[src/rtl/inst_rom_arbiter_pkg.sv]
// Shared definitions for the instruction ROM read-port arbiter: bus widths,
// ROM control encodings and the arbitration FSM state type.
package inst_rom_arbiter_pkg;

  localparam int InstAddrBus = 32;
  localparam int InstBus     = 32;
  localparam int STARVE_W    = 4;

  localparam logic [31:0] ZeroWord    = 32'h0000_0000;
  localparam logic        ChipEnable  = 1'b1;
  localparam logic        ChipDisable = 1'b0;

  typedef enum logic {
    ST_FPRI   = 1'b0,
    ST_AFORCE = 1'b1
  } arb_state_e;

  // Word-aligned check on the two low byte-address bits.
  function automatic logic is_misaligned(input logic [1:0] lsb);
    return lsb != 2'b00;
  endfunction

endpackage

[src/rtl/inst_rom_starve_cnt.sv]
// Tracks how long the auxiliary port has been denied and raises a one-cycle
// force flag that hands it priority over fetch.
module inst_rom_starve_cnt
  import inst_rom_arbiter_pkg::*;
#(
  parameter int STARVE_MAX = 4
) (
  input  logic clk,
  input  logic rst,
  input  logic a_req,
  input  logic a_gnt,
  output logic a_force
);

  localparam logic [STARVE_W-1:0] CntLast = STARVE_W'(STARVE_MAX - 1);

  arb_state_e          state, state_next;
  logic [STARVE_W-1:0] cnt;
  logic                a_denied;

  assign a_denied = a_req & ~a_gnt;

  // NOTE: sequential state uses non-blocking assignments so every register
  // samples pre-edge values regardless of process ordering.
  always_ff @(posedge clk or negedge rst) begin
    if (!rst) begin
      state <= ST_FPRI;
    end else begin
      state <= state_next;
    end
  end

  always_ff @(posedge clk or negedge rst) begin
    if (!rst) begin
      cnt <= '0;
    end else if (a_denied) begin
      cnt <= cnt + 1'b1;
    end else begin
      cnt <= '0;
    end
  end

  // NOTE: the default assignment up front keeps this block free of latches
  // even if a case arm is later added without assigning state_next.
  always_comb begin
    state_next = state;
    unique case (state)
      ST_FPRI:   if (a_denied && (cnt == CntLast)) state_next = ST_AFORCE;
      ST_AFORCE: state_next = ST_FPRI;
      default:   state_next = ST_FPRI;
    endcase
  end

  always_comb begin
    a_force = (state == ST_AFORCE);
  end

endmodule

[src/rtl/inst_rom_arbiter.sv]
// Shares the instruction ROM read port between fetch (F) and an auxiliary
// reader (A), with a fixed one-cycle registered response per grant.
module inst_rom_arbiter
  import inst_rom_arbiter_pkg::*;
#(
  parameter int ADDR_W     = InstAddrBus,
  parameter int DATA_W     = InstBus,
  parameter int STARVE_MAX = 4
) (
  input  logic              clk,
  input  logic              rst,
  input  logic              f_req,
  input  logic [ADDR_W-1:0] f_addr,
  input  logic              f_flush,
  output logic              f_gnt,
  output logic              f_rvalid,
  output logic [DATA_W-1:0] f_rdata,
  output logic              f_err,
  output logic              stallreq_if,
  input  logic              a_req,
  input  logic [ADDR_W-1:0] a_addr,
  output logic              a_gnt,
  output logic              a_rvalid,
  output logic [DATA_W-1:0] a_rdata,
  output logic              a_err,
  output logic              rom_ce,
  output logic [ADDR_W-1:0] rom_addr,
  input  logic [DATA_W-1:0] rom_inst
);

  logic              a_force;
  logic              any_gnt;
  logic              sel_mis;
  logic [ADDR_W-1:0] sel_addr;
  logic [DATA_W-1:0] rd_word;

  inst_rom_starve_cnt #(
    .STARVE_MAX(STARVE_MAX)
  ) u_starve (
    .clk    (clk),
    .rst    (rst),
    .a_req  (a_req),
    .a_gnt  (a_gnt),
    .a_force(a_force)
  );

  always_comb begin
    if (a_force) begin
      a_gnt = a_req;
      f_gnt = f_req & ~a_req;
    end else begin
      f_gnt = f_req;
      a_gnt = a_req & ~f_req;
    end
    stallreq_if = f_req & ~f_gnt;
  end

  always_comb begin
    any_gnt  = f_gnt | a_gnt;
    sel_addr = a_gnt ? a_addr : (f_gnt ? f_addr : ADDR_W'(ZeroWord));
    sel_mis  = any_gnt && is_misaligned(sel_addr[1:0]);
    // A misaligned grant keeps its slot but never touches the ROM.
    rom_ce   = (any_gnt && !sel_mis) ? ChipEnable : ChipDisable;
    rom_addr = sel_addr;
    rd_word  = sel_mis ? DATA_W'(ZeroWord) : rom_inst;
  end

  always_ff @(posedge clk or negedge rst) begin
    if (!rst) begin
      f_rvalid <= 1'b0;
      f_err    <= 1'b0;
      f_rdata  <= DATA_W'(ZeroWord);
    end else begin
      f_rvalid <= f_gnt & ~f_flush;
      f_err    <= f_gnt & ~f_flush & sel_mis;
      if (f_gnt && !f_flush) begin
        f_rdata <= rd_word;
      end
    end
  end

  always_ff @(posedge clk or negedge rst) begin
    if (!rst) begin
      a_rvalid <= 1'b0;
      a_err    <= 1'b0;
      a_rdata  <= DATA_W'(ZeroWord);
    end else begin
      a_rvalid <= a_gnt;
      a_err    <= a_gnt & sel_mis;
      if (a_gnt) begin
        a_rdata <= rd_word;
      end
    end
  end

endmodule

[config.mk]
export PLATFORM = sky130hd
export DESIGN_NAME = inst_rom_arbiter
export DESIGN_NICKNAME = d
export VERILOG_FILES = /design/src/rtl/inst_rom_arbiter_pkg.sv /design/src/rtl/inst_rom_starve_cnt.sv /design/src/rtl/inst_rom_arbiter.sv
export SDC_FILE = /design/constraint.sdc
export NUM_CORES = 1
export LEC_CHECK = 0
export CAP_MARGIN = 0
export CORE_MARGIN = 8
export CORE_UTILIZATION = 41
export DETAILED_ROUTE_END_ITERATION = 7
export GPL_TIMING_DRIVEN = 0
export PLACE_DENSITY = 0.93
export REMOVE_ABC_BUFFERS = 1
export SYNTH_ARGS = -nofsm -noshare
export SYNTH_HDL_FRONTEND = slang
export SYNTH_SLANG_ARGS = --single-unit
[constraint.sdc]
create_clock -name clk -period 3.1 [get_ports clk]
set_clock_uncertainty 0.1 [all_clocks]
set_input_delay 0.775 -clock clk [delete_from_list [all_inputs] [get_ports clk]]
set_output_delay 0.775 -clock clk [all_outputs]
set_load 0.03 [all_outputs]
==> qor.csv <==
stage,metric,value,unit
global_routing,vias in the first global route,3960,
global_routing,largest net degree at the start of global routing,74,
layout,area grow syn2layout,68.2,%
cts,Post-CTS Hold Fix Bufs,0,
layout,share of post-route cells with drive strength above 1,18.3,%
synth,"EDFF count, synth",0,
cts,Worst-path clk slew,80,ps
global_routing,Total GRT Usage,23.4,%
placement,final RePlAce weighted congestion,0.782,
layout,Layout Nets,653,
floorplan,row cnt,33,
cts,Num CTS Buffers,9,
timing,Rel. slew slack,24.6,%
timing,Final Hold Vio Count,0,
synth,"FF+latch count, synth",73,
worst_setup_path,crit-path max FO,21,
worst_setup_path,Crit Path Category,in2out,
cts,worst skew pair latency,330,ps
worst_setup_path,r2r setup slk,800,ps
cts,H-tree level count,3,
synth,synthesized cell area,3510,um^2
synth,Async SR Flop Fraction,100,%
min_path,HP Start,u_starve.cnt[0],
synth,Synth top area share,52.0,%
placement,I/O Buffers,204,
worst_setup_path,CP Data Arrival Time,2110,ps
synth,synth top area cells,"dfrtp_1, o21ai_0, a22o_1",
timing,Fmax,335,MHz
cts,CTS tree,built,
timing,min Tclk post-route,2980,ps
worst_setup_path,CP Buf/Inv Count,3,
run,max-cap violation count,0,
placement,post-DP HPWL,9660,um
worst_setup_path,Worst Path Required,2220,ps
routing,ANT nets after route,0,
synth,"Distinct cells, synth",26,
synth,most instantiated library cell after synthesis,dfrtp_1,
cts,Clock Root Buffer,clkbuf_8,
worst_setup_path,R2R Path Start,u_starve.a_force,
min_path,hold worst-path end,u_starve.cnt[0],
routing,drt pass-1 iters,5,
floorplan,Initial Utilization,42.6,%
timing,unrepaired setup endpoints after global routing,false,
worst_setup_path,peak per-stage delay on the critical path,460,ps
floorplan,die height,109,um
power,leakage,2.48,nW
global_routing,initial antenna violation count,0,
global_routing,grt ovf,0,
routing,Vias/cell,5.66,
timing,crit share post-route,96.2,%
worst_setup_path,Startpoint Class,input pin,
synth,Mapped Cells,356,
synth,top_reg_cell synth,dfrtp_1,
floorplan,die width,109,um
synth,Synth warnings,0,
floorplan,full die area,11800,um^2
synth,"top cells by count, synth","dfrtp_1, o21ai_0, nand2_1, inv_1",
timing,hold slack,374,ps
floorplan,num ports,205,
worst_setup_path,"Cell Chain, Critical Path","clkdlybuf4s50_1, nor2_4, buf_16, nand3_1, o21ai_0, clkdlybuf4s15_2",
routing,Vias,3742,
cts,CTS max path bufs,2,
layout,"Cell Count, Final, Fillers Out",661,
layout,Final Cell Area,5910,um^2
timing,Final WS setup,116,ps
worst_setup_path,Worst Reg-to-Reg Cells,4,
min_path,Hold WC Path Type,reg2reg,
power,power density cells,452,nW/um^2
layout,total inserted antenna cells,0,
worst_setup_path,Crit Reg-Reg Endpoint,a_rdata[0],
placement,pre-CTS setup slack,-2050,ps
worst_setup_path,slowest CP cell,clkdlybuf4s50_1,
timing,Slew Limit Fails,0,
status,status,finished clean,
floorplan,core region area,8260,um^2
placement,Cells after DPL,633,
worst_setup_path,Crit. End Element,primary output,
worst_setup_path,"delay-heaviest family, CP",buffers and inverters,
min_path,Hold Path Stages,1,
synth,post-synthesis sequential area ratio,52.0,%
layout,# fillers,609,
synth,Synth Area per Inst,9.87,um^2
power,Max VDD drop,0.000191,V
cts,clock sinks,73,
timing,Final setup viols,0,
layout,Layout Utilization,71.6,%
synth,Synth area leader,dfrtp_1,
routing,First DRT Iteration DRCs,230,
global_routing,first-pass GRT wire length,21500,um
placement,Placed Area,5520,um^2
routing,DRC viols,0,
power,Power Total,2.67,mW
timing,final setup TNS,0,ps
timing,worst-margin pin slew,1130,ps
routing,"wirelength, routed",14000,um
routing,drt wl/cell,21.2,um
-- worst register-to-register path, delay by kind of cell (launching register included) --
kind,cells,cell delay (ps)
and+or+nand+nor,2,1080
DFF,1,460
AOI/OAI and AO/OA,1,270
buffers and inverters,1,210
-- worst max path at each step --
stage / start / to / slack [ps] / depth (start not counted)
2_1_floorplan: f_req / rom_ce / -430 / 3
3_3_place_gp: a_req / rom_addr[5] / -1980 / 5
3_5_place_dp: a_req / rom_addr[1] / -2050 / 5
4_1_cts: f_addr[0] / rom_ce / 10 / 5
5_1_grt: a_addr[1] / rom_ce / 50 / 6
6_report: a_addr[1] / rom_ce / 120 / 6
-- layout by cell type (no fill, tap or decap), types with 4 or more instances in the layout --
master and instances:
a22o_1 32, buf_4 8, clkbuf_8 9, clkdlybuf4s15_2 33, clkdlybuf4s50_1 166, dfrtp_1 73, inv_1 33, nand2_1 34
nand4_1 32, nor2_1 4, o21ai_0 67, o21ai_2 29
-- cell families after synthesis --
kind of cell | Yosys count | synth area share (%)
AO/OA/AOI/OAI | 130 | 25.2
XOR/XNOR | 2 | 0.498
adder cells (fa/ha/maj) | 1 | 0.356
buffers and inverters | 68 | 10.1
flip-flops | 73 | 52.0
AND/OR/NAND/NOR | 82 | 11.9
-- power by group --
part | switching, mW | internal (mW)
registers | 0.0382 | 1.02
logic | 0.441 | 0.347
clock network | 0.374 | 0.453
total | 0.853 | 1.82
-- layer usage --
metal  track usage, %  wire [um]
met4             7.72        251
met2             41.6       7400
met5                0          0
met3             7.08       1370
met1             26.1       5000
-- timing repair --
| item | 4_1_cts | 5_1_grt |
|---|---|---|
| pin swaps | 1 | 1 |
| endpoints found under the setup margin | 104 | 28 |
| buffers inserted | 3 | 5 |
| resized for setup | 119 | 2 |
| cloned | 4 | 0 |
-- state kept, by name, summed over array words and instances (netlist names) --
signal            count
a_err                 1
a_rdata              32
a_rvalid              1
f_err                 1
f_rdata              32
f_rvalid              1
u_starve.a_force      1
u_starve.cnt          4
-- cell type report --
| class | instances | area, um^2 | share of cell area, % |
|---|---|---|---|
| multi-input cells | 219 | 1400 | 23.6 |
| inverters | 34 | 135 | 2.29 |
| well taps | 105 | 131 | 2.22 |
| clock buffers | 9 | 124 | 2.10 |
| repair buffers | 214 | 2200 | 37.3 |
| clock inverters | 7 | 95.1 | 1.61 |
| flip-flops and latches | 73 | 1830 | 30.9 |
Note: power is estimated with default switching activity, not from simulation.
